--- src/rtl/sum_sequencer.sv ---
// Memory-side sequencer: reads COUNT words starting at base_addr, accumulates them,
// and writes the 16-bit sum to dest_addr. All outputs are registered from next-state.
module sum_sequencer #(
  parameter int ADDR_W = 8,
  parameter int DATA_W = 16
) (
  input  logic              clock,
  input  logic              reset_n,
  input  logic              start,
  input  logic [ADDR_W-1:0] base_addr,
  input  logic [ADDR_W-1:0] count,
  input  logic [ADDR_W-1:0] dest_addr,
  output logic              busy,
  output logic              done,
  output logic [DATA_W-1:0] sum,
  output logic              overflow,
  output logic              mem_read,
  output logic              mem_write,
  output logic [ADDR_W-1:0] mem_address,
  output logic [DATA_W-1:0] mem_wdata,
  input  logic [DATA_W-1:0] mem_rdata
);

  typedef enum logic [2:0] {
    S_IDLE = 3'd0,
    S_RD   = 3'd1,
    S_ACC  = 3'd2,
    S_WR   = 3'd3,
    S_DONE = 3'd4
  } state_t;

  state_t            state_q, state_d;
  logic [ADDR_W-1:0] base_q, base_d;
  logic [ADDR_W-1:0] count_q, count_d;
  logic [ADDR_W-1:0] dest_q, dest_d;
  logic [ADDR_W-1:0] index_q, index_d;
  logic [DATA_W-1:0] sum_q, sum_d;
  logic              ovf_q, ovf_d;
  logic              busy_q, busy_d;
  logic              done_q, done_d;
  logic              rd_q, rd_d;
  logic              wr_q, wr_d;
  logic [ADDR_W-1:0] addr_q, addr_d;
  logic [DATA_W-1:0] wdata_q, wdata_d;
  logic [DATA_W:0]   add_s;
  logic [ADDR_W:0]   next_index_s;

  // Next-state, datapath update, and next-cycle output decode
  always_comb begin
    state_d      = state_q;
    base_d       = base_q;
    count_d      = count_q;
    dest_d       = dest_q;
    index_d      = index_q;
    sum_d        = sum_q;
    ovf_d        = ovf_q;
    add_s        = {1'b0, sum_q} + {1'b0, mem_rdata};
    next_index_s = {1'b0, index_q} + {{ADDR_W{1'b0}}, 1'b1};

    case (state_q)
      S_IDLE: begin
        if (start) begin
          base_d  = base_addr;
          count_d = count;
          dest_d  = dest_addr;
          index_d = '0;
          sum_d   = '0;
          ovf_d   = 1'b0;
          if (count != '0) begin
            state_d = S_RD;
          end else begin
            state_d = S_WR;
          end
        end else begin
          state_d = S_IDLE;
        end
      end
      S_RD:   state_d = S_ACC;
      S_ACC: begin
        sum_d   = add_s[DATA_W-1:0];
        ovf_d   = ovf_q | add_s[DATA_W];
        index_d = next_index_s[ADDR_W-1:0];
        if (next_index_s < {1'b0, count_q}) begin
          state_d = S_RD;
        end else begin
          state_d = S_WR;
        end
      end
      S_WR:   state_d = S_DONE;
      S_DONE: state_d = S_IDLE;
      default: state_d = S_IDLE;
    endcase

    // Outputs are decoded from the state being entered so they register cleanly
    busy_d  = (state_d == S_RD) || (state_d == S_ACC) || (state_d == S_WR);
    done_d  = (state_d == S_DONE);
    rd_d    = (state_d == S_RD);
    wr_d    = (state_d == S_WR);
    case (state_d)
      S_RD: begin
        addr_d  = base_d + index_d;
        wdata_d = '0;
      end
      S_WR: begin
        addr_d  = dest_d;
        wdata_d = sum_d;
      end
      default: begin
        addr_d  = '0;
        wdata_d = '0;
      end
    endcase
  end

  // State and output registers with synchronous active-low reset
  always_ff @(posedge clock) begin
    if (!reset_n) begin
      state_q <= S_IDLE;
      base_q  <= '0;
      count_q <= '0;
      dest_q  <= '0;
      index_q <= '0;
      sum_q   <= '0;
      ovf_q   <= 1'b0;
      busy_q  <= 1'b0;
      done_q  <= 1'b0;
      rd_q    <= 1'b0;
      wr_q    <= 1'b0;
      addr_q  <= '0;
      wdata_q <= '0;
    end else begin
      state_q <= state_d;
      base_q  <= base_d;
      count_q <= count_d;
      dest_q  <= dest_d;
      index_q <= index_d;
      sum_q   <= sum_d;
      ovf_q   <= ovf_d;
      busy_q  <= busy_d;
      done_q  <= done_d;
      rd_q    <= rd_d;
      wr_q    <= wr_d;
      addr_q  <= addr_d;
      wdata_q <= wdata_d;
    end
  end

  assign busy        = busy_q;
  assign done        = done_q;
  assign sum         = sum_q;
  assign overflow    = ovf_q;
  assign mem_read    = rd_q;
  assign mem_write   = wr_q;
  assign mem_address = addr_q;
  assign mem_wdata   = wdata_q;

endmodule

--- config.mk ---
export PLATFORM = sky130hd
export DESIGN_NAME = sum_sequencer
export DESIGN_NICKNAME = d
export VERILOG_FILES = /design/src/rtl/sum_sequencer.sv
export SDC_FILE = /design/constraint.sdc
export NUM_CORES = 1
export LEC_CHECK = 0
export ABC_CLOCK_PERIOD_IN_PS = 6100
export CAP_MARGIN = 30
export CORE_MARGIN = 2
export CORE_UTILIZATION = 55
export DETAILED_ROUTE_END_ITERATION = 12
export PLACE_DENSITY = 0.92
export SLEW_MARGIN = 20
export SYNTH_ARGS = -nofsm -noshare
export SYNTH_HDL_FRONTEND = slang
export SYNTH_SLANG_ARGS = --single-unit
--- constraint.sdc ---
create_clock -name clock -period 6.1 [get_ports clock]
set_input_delay 1.22 -clock clock [delete_from_list [all_inputs] [get_ports clock]]
set_output_delay 1.22 -clock clock [all_outputs]
set_load 0.03 [all_outputs]
Word-level counts from Yosys, hierarchy flattened. Index checks and enable logic that the tools add are counted. Widths: inputs -> output; s select.

$add $sub $neg: 3. $mul: 0. Div/mod/pow operators: 0. $lt $le $gt $ge: 1. Equality and inequality tests: 8. Shifts and indexed selects: 0. Muxes and demuxes: 15. Bitwise gates (word level): 1. Reduce and logical (&&, ||, !) cells: 8.

Operators with widths (count): $mux 8 (5); $pmux 16 s2 (1); $pmux 8 s2 (2); $add 16x16->17 (1); $mux 16 (1); $eq 3x2->1 const B (4); $pmux 3 s4 (1); $add 8x1->9 const B (1); $lt 9x8->1 (1); $add 8x8->8 (1); $reduce_bool 8->1 (1); $eq 3x1->1 const B (2); $reduce_and 2->1 (3); $mux 2 (2); $eq 3x3->1 const B (1); $logic_not 3->1 (1); $mux 3 (1); $logic_or 1x1->1 (2); $ne 2x2->1 const B (1); $pmux 1 s2 (1); $reduce_bool 2->1 (1); $mux 1 (1); $or 1x1->1 (1).

Flip-flop bits (word level): 80. Bits in latches: 0. Bits in writable memories: 0. Memory bits (read-only): 0. Bits of input ports: 43. Output and inout port bits: 45. Logic and storage cells: 49. Memories kept: 0.

Depth between registers and ports, before layout.
Word-level depth: 7. Mapped depth: 14. Gate-level depth less buffers: 12.

Least setup slack after synthesis. Ideal clock, no wire load.

Kind: input -> register. Start point: input start. End point: register addr_q[6], in the netlist mem_address[6]. Data arrival time: 3694 ps. Data required time: 5983 ps. Setup slack: 2288 ps. Cell stages on the path: 13. Path through: or4b_1 -> buf_2 -> clkbuf_1 -> buf_2 -> nand2_1 -> nand2_1 -> ha_1 -> nor2b_1 -> o21ai_1 -> a21boi_0 -> o21a_1 -> or3_1 -> a32o_1.

Cells in the longest elaborated chain, start to end: 4. Elaborated cells between the ends (all ways): 12. Classes of those cells: add/sub (1); eq/ne (2); mux (9).

RTL lines: start, declared (RTL line 9) `input logic start,`; $mux 8 (RTL line 62) `if (start) begin`; $mux 8 (RTL line 60) `case (state_q)`; via base_d[2] (RTL line 33) `logic [ADDR_W-1:0] base_q, base_d;`; $add 8x8->8 (RTL line 101) `addr_d = base_d + index_d;`; $pmux 8 s2 (RTL line 99) `case (state_d)`; end signal, assigned (RTL line 143) `addr_q <= addr_d;`; end, declared (RTL line 43) `logic [ADDR_W-1:0] addr_q, addr_d;`.

The timed path passes the listed nets, and every way through them passes these cells. A chain may end at the register's enable or synchronous reset.

Worst setup path in the final report. Ends and elaborated chain as after synthesis.

==> impl_results.md <==
* CP Max Fanout at 24
* Hold EP: count_q[3]
* Register Area at 0.00160 mm^2
* All-Layer GR Usage at 27.6%
* Post-DRT Antenna Nets at 0
* Gr ovfl total at 0
* GPL Wtd Cong at 0.929
* Initial antenna violation count at 0
* First-pass GRT wire length at 17,100 um
* Core Region at 0.00718 mm^2
* # diodes at 0
* Worst Setup End Kind: flop
* Unrepaired setup endpoints after global routing: no
* Total CTS buffers at 9
* Area Overhead vs Synth at 28.5%
* Detailed Route WL at 10,500 um
* Dpl cells at 636
* Width of the die at 89.6 um
* Slew Viols, Final at 0
* Worst slew pin tran at 0.930 ns
* Share of cells above drive strength 1 at 5.06%
* Via density at 5.77
* Upper clock frequency limit at 234 MHz
* Pleak at 2.19 nW
* VDD IR max at 0.149 mV
* Footprint of the multi-input gates at 0.00228 mm^2
* Power share of the combinational group at 20.3%
* Clk_lat worst skew at 0.36 ns
* DRC errors left at 0
* Post-synth top flop: dfxtp_1
* R2r startpoint: state_q[1]
* Setup bufs post-CTS at 0
* Pint at 0.894 mW
* Hold Buf Count CTS at 0
* DP Wirelength at 7670 um
* Die area at 0.00804 mm^2
* Clk sinks at 80
* DR WL/cell at 16.1 um
* Final nets at 624
* Setup TNS at 0 ns
* WS Path Type: input port to flop
* Reg clk slew, reported paths at 0.07 ns
* Sequential Power Share at 45.3%
* CTS tree: built
* Max Cap Viol at 0
* DRT Pass-1 Iters at 5
* Class of the worst hold path: flop to flop
* Clock power frac at 34.4%
* Tcrit/Tclk final at 70.1%
* Final Hold Fails at 0
* Syn Area/Cell at 8.69 um^2
* Ys Warns at 0
* PD cells at 239 mW/mm^2
* Clock period minus worst slack at 4.27 ns
* Arr. time, crit path at 4.52 ns
* Worst hold path depth at 2
* Skew final at 0.00824 ns
* Syn Nets at 540
* Outcome: finished, final reports clean
* Cell count after synthesis at 464
* Layout filler cell count at 550
* H-tree depth at 3
* Yosys top cell area share at 39.7%
* Leading area contributor after synthesis: dfxtp_1
* CTS max path bufs at 2
* Layout Cells excl Fill at 652
* Syn Std Cell Area at 0.00403 mm^2
* Root Buffer: clkbuf_8
* Number of synthesized flops with an enable pin at 0
* Die Height at 89.6 um
* PortBufs at 87
* Yosys cell types at 56
* R2R depth at 12
* Initial Utilization at 56.2%
* Slew headroom at 38.0%
* Switching Share at 27.9%
* IO Pins at 88
* Initial drt markers at 198
* Vias at 3,763
* Switching power total at 0.346 mW
* Largest net degree at the start of global routing at 31
* Ys async rst share at 0%
* Required time worst endpoint at 6.34 ns
* Worst R2R End: mem_address[6]
* Hold path start: count_q[3]
* FF+latch count, synth at 80
* Crit path launch type: input port
* R2r setup slk at 2.58 ns
* CTS-repair resized insts at 0
* Setup-failing EPs final at 0
* Post-synthesis sequential area ratio at 39.7%
* Number of global-route vias before repair at 3,691
* Core Rows at 31
* Largest cells by area after synthesis: dfxtp_1 40%, ha_1 9.6%, nand2_1 6.8%
Yosys cell counts, drive strengths merged (2+ instances only):
library cell / n
a22o: 10
o31ai: 3
and4: 3
o211ai: 4
nand2: 75
and2: 14
a21boi: 2
clkbuf: 8
nor2: 30
nand3: 11
a32o: 2
a21oi: 42
xnor2: 15
nor2b: 2
nand2b: 3
dfxtp: 80
nand4: 2
xor2: 7
nor4: 3
ha: 31
fa: 2
mux2i: 3
a31oi: 3
o21bai: 3
o22ai: 2
nor3: 9
a211oi: 5
a21o: 11
a22oi: 3
inv: 19
buf: 9
o21ai: 21
a211o: 3
o21a: 3
and3: 9
a221oi: 2
how the worst max path moves through the flow:
stage	from	end	slack, ns	cells after the start
after global placement	start	mem_address[6]	1.66	13
after detailed placement	start	mem_address[6]	1.53	13
after CTS	start	mem_address[6]	1.86	13
after global routing	start	mem_address[6]	1.70	13
after floorplan	start	mem_address[6]	2.29	13
final	start	mem_address[6]	1.83	13
flip-flops by register name (all words and copies together), names as in the netlist:
register     cells
mem_write        1
mem_address      8
index_q          8
overflow         1
sum             16
base_q           8
busy             1
dest_q           8
done             1
count_q          8
mem_read         1
state_q          3
mem_wdata       16
kinds of logic after synthesis:
| kind of cell | count (synthesis) | synth area share (%) |
|---|---|---|
| simple gates | 168 | 20.4 |
| compound gates | 122 | 19.8 |
| flops | 80 | 39.7 |
| buf+inv | 36 | 3.97 |
| fa+ha+maj | 33 | 10.6 |
| xor+xnor | 22 | 4.78 |
| mux | 3 | 0.744 |
layout make-up:
type	count	share of cell area, %
Tap cell	99	2.39
Timing Repair Buffer	90	17.2
Multi-Input combinational cell	348	44.0
Clock inverter	3	1.25
Sequential cell	80	30.9
Inverter	19	1.38
Clock buffer	13	2.87
layer usage:
metal | track usage [%] | vias to the layer above | routed length, um
li1 | - | 1801 | -
met1 | 33.9 | 1775 | 4380
met2 | 46.7 | 154 | 5140
met3 | 4.66 | 33 | 630
met4 | 13.8 | 0 | 351
met5 | 0 | - | 0
worst max-delay path, stage by stage:
cell and delay [ns]:
clkdlybuf4s50_1 0.48, or4b_1 0.88, nand2_1 0.24, nand2_1 0.08, ha_1 0.21, inv_1 0.08, fa_1 0.20, nor2b_1 0.05
o21ai_1 0.15, a21boi_0 0.14, o21a_1 0.19, or3_1 0.32, a32o_1 0.26
power groups by stage:
| stage | logic, mW | clock network, mW | registers [mW] |
|---|---|---|---|
| final | 0.252 | 0.427 | 0.562 |
| after global routing | 0.275 | 0.453 | 0.565 |
| after CTS | 0.249 | 0.431 | 0.562 |
| after detailed placement | 0.246 | 0 | 0.574 |
| after global placement | 0.236 | 0 | 0.573 |
| after floorplan | 0.138 | 0 | 0.593 |
cell usage in the layout, fill, tap and decap left out, types with 2 or more instances in the layout:
master and n:
ha_1 31, o31ai_1 3, and4_1 3, xor2_1 7, xnor2_1 15, nor3_1 9, inv_1 19, bufinv_16 2
nor4_1 3, mux2i_1 3, fa_1 2, nand2_1 73, and3_1 9, clkbuf_8 10, a21boi_0 2, o21a_1 3
a211o_1 3, nand3_1 10, a21oi_1 40, clkbuf_1 3, a32o_1 2, a31oi_1 3, a211oi_1 4, a21oi_2 2
a22o_1 10, nand2b_1 3, nor2b_1 2, a22oi_1 3, o21ai_0 20, dfxtp_1 80, and2_1 14, nor2_1 29
a221oi_1 2, clkdlybuf4s50_1 87, buf_4 3, nand4_1 2, o211ai_1 4, a21o_1 11, o21bai_1 3
metrics by stage:
stage / area [um^2] / hold slack (ns) / setup slack [ns] / total power, mW / util (%)
4_1_cts: 5180 / 0.458 / 1.86 / 1.24 / 72.3
3_3_place_gp: 4970 / 0.446 / 1.66 / 0.809 / 69.3
2_1_floorplan: 4030 / 0.436 / 2.29 / 0.731 / -
5_1_grt: 5180 / 0.479 / 1.70 / 1.29 / 72.3
6_report: 5180 / 0.457 / 1.83 / 1.24 / 72.3
3_5_place_dp: 4970 / 0.447 / 1.53 / 0.820 / 69.3
Power figures use the tool's default switching activity.
